<file path="config.mk">
export PLATFORM = sky130hd
export DESIGN_NAME = grf_wb_arbiter
export DESIGN_NICKNAME = d
export VERILOG_FILES = /design/src/rtl/grf_wb_arbiter.sv
export SDC_FILE = /design/constraint.sdc
export NUM_CORES = 1
export LEC_CHECK = 0
export CORE_MARGIN = 2
export CORE_UTILIZATION = 58
export DETAILED_ROUTE_END_ITERATION = 10
export GPL_TIMING_DRIVEN = 0
export MAX_ROUTING_LAYER = met4
export PLACE_DENSITY = 0.94
export SYNTH_ARGS = -nofsm -noshare
export SYNTH_HDL_FRONTEND = slang
export SYNTH_SLANG_ARGS = --single-unit
</file>
<file path="constraint.sdc">
create_clock -name clk -period 9.21 [get_ports clk]
set_input_delay 2.763 -clock clk [delete_from_list [all_inputs] [get_ports clk]]
set_output_delay 2.763 -clock clk [all_outputs]
set_load 0.01 [all_outputs]
</file>
<file path="src/rtl/grf_wb_arbiter.sv">
// Write-back arbiter: sole write driver of the GRF; merges pipeline results with queued aux results.
// Optional WB_TRACE_EN prints one golden-trace line per issued write.
module grf_wb_arbiter #(
  parameter int unsigned DEPTH = 4
) (
  input  logic                     clk,
  input  logic                     reset,
  input  logic                     pipe_we,
  input  logic [4:0]               pipe_wa,
  input  logic [31:0]              pipe_wd,
  input  logic [31:0]              pipe_pc,
  input  logic                     aux_valid,
  output logic                     aux_ready,
  input  logic [4:0]               aux_wa,
  input  logic [31:0]              aux_wd,
  input  logic [31:0]              aux_pc,
  output logic                     grf_we,
  output logic [4:0]               grf_wa,
  output logic [31:0]              grf_wd,
  output logic [31:0]              grf_wpc,
  output logic [31:0]              pending_mask,
  output logic [$clog2(DEPTH):0]   fifo_count
);

  localparam int unsigned AW = $clog2(DEPTH);
  localparam int unsigned CW = AW + 1;

  logic [4:0]    q_wa [DEPTH];
  logic [31:0]   q_wd [DEPTH];
  logic [31:0]   q_pc [DEPTH];
  logic [AW-1:0] rd_ptr, wr_ptr, idx;

  logic        pipe_fire, aux_fire, pop, bypass, push, issue;
  logic [4:0]  iss_wa;
  logic [31:0] iss_wd, iss_pc;

  // Ready depends only on the registered count: no pass-through when full.
  assign aux_ready = !reset && (fifo_count < CW'(DEPTH));
  assign pipe_fire = pipe_we && (pipe_wa != '0);
  assign aux_fire  = aux_valid && aux_ready && (aux_wa != '0);

  always_comb begin
    pop    = 1'b0;
    bypass = 1'b0;
    iss_wa = pipe_wa;
    iss_wd = pipe_wd;
    iss_pc = pipe_pc;
    if (pipe_fire) begin
      iss_wa = pipe_wa;
    end else if (fifo_count != '0) begin
      pop    = 1'b1;
      iss_wa = q_wa[rd_ptr];
      iss_wd = q_wd[rd_ptr];
      iss_pc = q_pc[rd_ptr];
    end else if (aux_fire) begin
      bypass = 1'b1;
      iss_wa = aux_wa;
      iss_wd = aux_wd;
      iss_pc = aux_pc;
    end
  end

  assign issue = pipe_fire || pop || bypass;
  assign push  = aux_fire && !bypass;

  always_ff @(posedge clk or posedge reset) begin
    if (reset) begin
      grf_we     <= 1'b0;
      grf_wa     <= '0;
      grf_wd     <= '0;
      grf_wpc    <= '0;
      rd_ptr     <= '0;
      wr_ptr     <= '0;
      fifo_count <= '0;
    end else begin
      grf_we <= issue;
      if (issue) begin
        grf_wa  <= iss_wa;
        grf_wd  <= iss_wd;
        grf_wpc <= iss_pc;
      end
      if (push) wr_ptr <= wr_ptr + AW'(1);
      if (pop)  rd_ptr <= rd_ptr + AW'(1);
      case ({push, pop})
        2'b10:   fifo_count <= fifo_count + CW'(1);
        2'b01:   fifo_count <= fifo_count - CW'(1);
        default: fifo_count <= fifo_count;
      endcase
    end
  end

  // Storage needs no reset: occupancy alone qualifies entries.
  always_ff @(posedge clk) begin
    if (push) begin
      q_wa[wr_ptr] <= aux_wa;
      q_wd[wr_ptr] <= aux_wd;
      q_pc[wr_ptr] <= aux_pc;
    end
  end

  always_comb begin
    pending_mask = '0;
    idx          = rd_ptr;
    for (int unsigned i = 0; i < DEPTH; i++) begin
      idx = rd_ptr + AW'(i);
      if (i < 32'(fifo_count)) pending_mask[q_wa[idx]] = 1'b1;
    end
    if (grf_we) pending_mask[grf_wa] = 1'b1;
  end

`ifdef WB_TRACE_EN
  always_ff @(posedge clk) begin
    if (!reset && issue) $display("@%08h: $%02d <= %08h", iss_pc, iss_wa, iss_wd);
  end
`endif

endmodule

</file>
==> metrics.log <==
[metrics] status: completed
[metrics] number of global-route vias before repair: 12200
[metrics] Total Wirelength: 51700 µm
[metrics] max-slew violation count: 0
[metrics] Critical Path Start Type: input port
[metrics] total number of vias: 12100
[metrics] Top Ports: 248
[metrics] Post-DRT Antenna Nets: 0
[metrics] Core ar.: 27000 µm²
[metrics] Inst Count DP: 1664
[metrics] library cells used by synthesis: 53
[metrics] unrepaired setup endpoints after global routing: no
[metrics] maximum number of pins on one net before global-route repair: 60
[metrics] GPL Wtd Cong: 0.983
[metrics] global routing usage summed across all routing layers: 37.2%
[metrics] antenna violations before repair: 6
[metrics] arrival time at the worst endpoint: 4310 ps
[metrics] synthesized netlist net count: 1223
[metrics] start-to-end type of the worst setup path: input port to output port
[metrics] number of hold-repair buffers added at the cts stage: 0
[metrics] net switching fraction of the power: 36.4%
[metrics] YS warnings: 0
[metrics] post-route minimum period: 7070 ps
[metrics] number of remaining DRC errors: 0
[metrics] port bufs: 246
[metrics] number of sinks handled by clock tree synthesis: 353
[metrics] area of the multi-input gates: 5170 µm²
[metrics] CTS Root Cell: sky130_fd_sc_hd__clkbuf_16
[metrics] period utilisation layout: 76.8%
[metrics] clock network power share: 22.7%
[metrics] Leakage: 7.18 nW
[metrics] CTS H-tree lvls: 2
[metrics] total CTS buffers: 34
[metrics] synthesis-to-finish area growth: 26.2%
[metrics] highest achievable clock rate: 0.141 GHz
[metrics] netlist area before placement: 15900 µm²
[metrics] final-stage net count: 1510
[metrics] average via count per standard cell: 6.96
[metrics] Least-Margin Pin Slew: 1010 ps
[metrics] crit-path max FO: 3
[metrics] Net Switching: 2.28 mW
[metrics] internal power summed over all cells: 3.98 mW
[metrics] CTS tree: built
[metrics] number of enable-type register cells in the synthesized netlist: 276
[metrics] floorplan die width: 169 µm
[metrics] Max transition margin: 32.3%
[metrics] sequential cell area in the final layout: 10200 µm²
[metrics] largest voltage drop on the vdd net: 0.223 mV
[metrics] average footprint of a synthesized cell: 14.8 µm²
[metrics] combinational cell fraction of total power: 43.0%
[metrics] Finish-stage setup viols: 0
[metrics] sort of element at the end of the critical path: output port
[metrics] number of cell rows: 60
[metrics] Wirelength per Cell: 29.8 µm
[metrics] wire length of the first global-routing pass: 76100 µm
[metrics] Async S/R FF share, synth: 21.8%
[metrics] setup_tns: 0 ps
[metrics] HPWL after detailed placement: 32400 µm
[metrics] Initial Util: 58.9%
[metrics] number of cells in the finished layout apart from fillers: 1732
[metrics] max_cap viols: 0
[metrics] Hold Fails Final Rpt: 0
[metrics] # fillers: 1453
[metrics] Setup Skew: 22.4 ps
[metrics] worst-case clock buffer depth: 3
[metrics] commonest register cell after synthesis: sky130_fd_sc_hd__edfxtp_1
[metrics] share of the yosys chip area belonging to registers: 64.3%
[metrics] CP required: 6450 ps
[metrics] Remaining Overflow, GRT: 0
[metrics] count of cells resized by post-cts repair: 0
[metrics] number of DRC violations after detailed-routing iteration 0: 1788
[metrics] clock-pin slew reported for the worst setup and hold paths after clock tree synthesis: 60 ps
[metrics] Setup Fix Bufs, Post-CTS: 0
[metrics] Mapped Cells: 1072
[metrics] Die Y-Extent: 169 µm
[metrics] die outline area: 28700 µm²
[metrics] clk_lat worst skew: 530 ps
[metrics] PwrDens: 312 nW/µm²
[metrics] Seq pwr share: 34.3%
[metrics] Seq cells post-synth: 353
[metrics] Hold WC Path Type: flop to flop
[metrics] detailed-router iteration count before antenna repair: 8
[metrics] reg2reg setup slack: 5610 ps
[metrics] layout cell share with drive strength beyond 1: 13.8%
-- path summary, 6_finish.rpt --
path,startpoint,end,cells after the start
min reg2reg,grf_wd[12],grf_wd[12],2
max in group asynchronous,reset,grf_wd[10],3
min in group asynchronous,reset,fifo_count[0],2
max,reset,aux_ready,3
max reg2reg,fifo_count[0],q_wd[2][18],8
min,grf_wd[12],grf_wd[12],2
-- routing by layer --
metal  routed length, µm  vias up  global-route usage (%)
met3                5860      165                    7.23
met5                   0        -                       -
met1               17800     5944                    46.4
li1                    -     4803                       -
met4                2090        0                    14.0
met2               25900     1149                    61.2
-- through the flow --
stage               hold slack [ps]  power [mW]  instance area [µm²]  utilization [%]  setup slack [ps]
floorplan                       513        3.63                15900                -              3290
global placement                468        4.65                18800             69.7              1310
detailed placement              511        4.72                18900             70.2              2210
CTS                             518        6.19                20000             74.3              2210
global route                    547        6.44                20000             74.4              2180
finish                          521        6.25                20100             74.4              2140
-- cells in the final DEF (no fill, tap or decap), types with 6 or more instances in the layout --
cell / synthesis / layout
sky130_fd_sc_hd__nand2b_1: 7 / 7
sky130_fd_sc_hd__nor3b_1: 6 / 6
sky130_fd_sc_hd__mux2_2: 6 / 6
sky130_fd_sc_hd__inv_1: 7 / 6
sky130_fd_sc_hd__buf_6: 10 / 10
sky130_fd_sc_hd__mux4_1: 6 / 6
sky130_fd_sc_hd__nand3_1: 134 / 134
sky130_fd_sc_hd__mux4_2: 74 / 74
sky130_fd_sc_hd__a22oi_1: 107 / 107
sky130_fd_sc_hd__buf_1: 10 / 10
sky130_fd_sc_hd__a21oi_1: 14 / 14
sky130_fd_sc_hd__mux2i_1: 21 / 21
sky130_fd_sc_hd__nor2b_1: 6 / 6
sky130_fd_sc_hd__ha_1: 9 / 9
sky130_fd_sc_hd__a21o_1: 15 / 15
sky130_fd_sc_hd__clkdlybuf4s50_1: 0 / 246
sky130_fd_sc_hd__buf_4: 14 / 14
sky130_fd_sc_hd__buf_2: 10 / 10
sky130_fd_sc_hd__clkbuf_16: 0 / 35
sky130_fd_sc_hd__a211oi_1: 16 / 16
sky130_fd_sc_hd__dfrtp_1: 77 / 77
sky130_fd_sc_hd__diode_2: 0 / 7
sky130_fd_sc_hd__nor2_1: 51 / 51
sky130_fd_sc_hd__edfxtp_1: 276 / 276
sky130_fd_sc_hd__nand2_1: 104 / 104
sky130_fd_sc_hd__clkbuf_1: 25 / 32
sky130_fd_sc_hd__o21ai_0: 12 / 12
-- layout make-up --
class,count,area share [%]
Clock inverter,17,0.930
Tap cell,341,2.13
Sequential cell,353,50.9
Antenna cell,7,0.0874
Inverter,8,0.162
Timing Repair Buffer,251,12.9
Clock buffer,44,4.64
Buffer,74,2.40
Multi-Input combinational cell,637,25.8
-- Yosys cell counts, types with 9 or more instances --
library cell / count / area share, %
sky130_fd_sc_hd__dfrtp_1: 77 / 12
sky130_fd_sc_hd__buf_6: 10 / 0.71
sky130_fd_sc_hd__clkbuf_1: 25 / 0.59
sky130_fd_sc_hd__edfxtp_1: 276 / 52
sky130_fd_sc_hd__o21ai_0: 12 / 0.38
sky130_fd_sc_hd__and2_1: 9 / 0.35
sky130_fd_sc_hd__nor2_1: 51 / 1.2
sky130_fd_sc_hd__a22oi_1: 107 / 5.1
sky130_fd_sc_hd__a21oi_1: 14 / 0.44
sky130_fd_sc_hd__a211oi_1: 16 / 0.76
sky130_fd_sc_hd__mux4_2: 74 / 10
sky130_fd_sc_hd__nand3_1: 134 / 4.2
sky130_fd_sc_hd__buf_2: 10 / 0.32
sky130_fd_sc_hd__a21o_1: 15 / 0.71
sky130_fd_sc_hd__buf_1: 10 / 0.24
sky130_fd_sc_hd__mux2i_1: 21 / 1.3
sky130_fd_sc_hd__ha_1: 9 / 0.71
sky130_fd_sc_hd__nand2_1: 104 / 2.5
sky130_fd_sc_hd__buf_4: 14 / 0.66
-- critical path: stages --
cell	delay, ps
sky130_fd_sc_hd__clkdlybuf4s50_1	510
sky130_fd_sc_hd__nor2_1	400
sky130_fd_sc_hd__clkdlybuf4s50_1	630
-- power by group through the flow --
stage | Combinational, mW | Clock (mW) | Sequential, mW
floorplan | 1.45 | 0 | 2.17
global placement | 2.51 | 0 | 2.14
detailed placement | 2.58 | 0 | 2.15
CTS | 2.64 | 1.41 | 2.13
global route | 2.81 | 1.47 | 2.16
finish | 2.69 | 1.42 | 2.14
-- cell families after synthesis --
kind of cell,Yosys count,synth area share [%]
mux,108,13.3
xor+xnor,6,0.331
simple gates,339,10.2
buf+inv,82,3.22
fa+ha+maj,9,0.709
flops,353,64.3
compound gates,175,7.96
-- sequential cells by signal, summed over array words and instances, names as in the netlist, 2 cells and up --
signal	flops
fifo_count	3
grf_wa	5
grf_wd	32
grf_wpc	32
q_pc	128
q_wa	20
q_wd	128
rd_ptr	2
wr_ptr	2
Power figures use the tool's default switching activity.
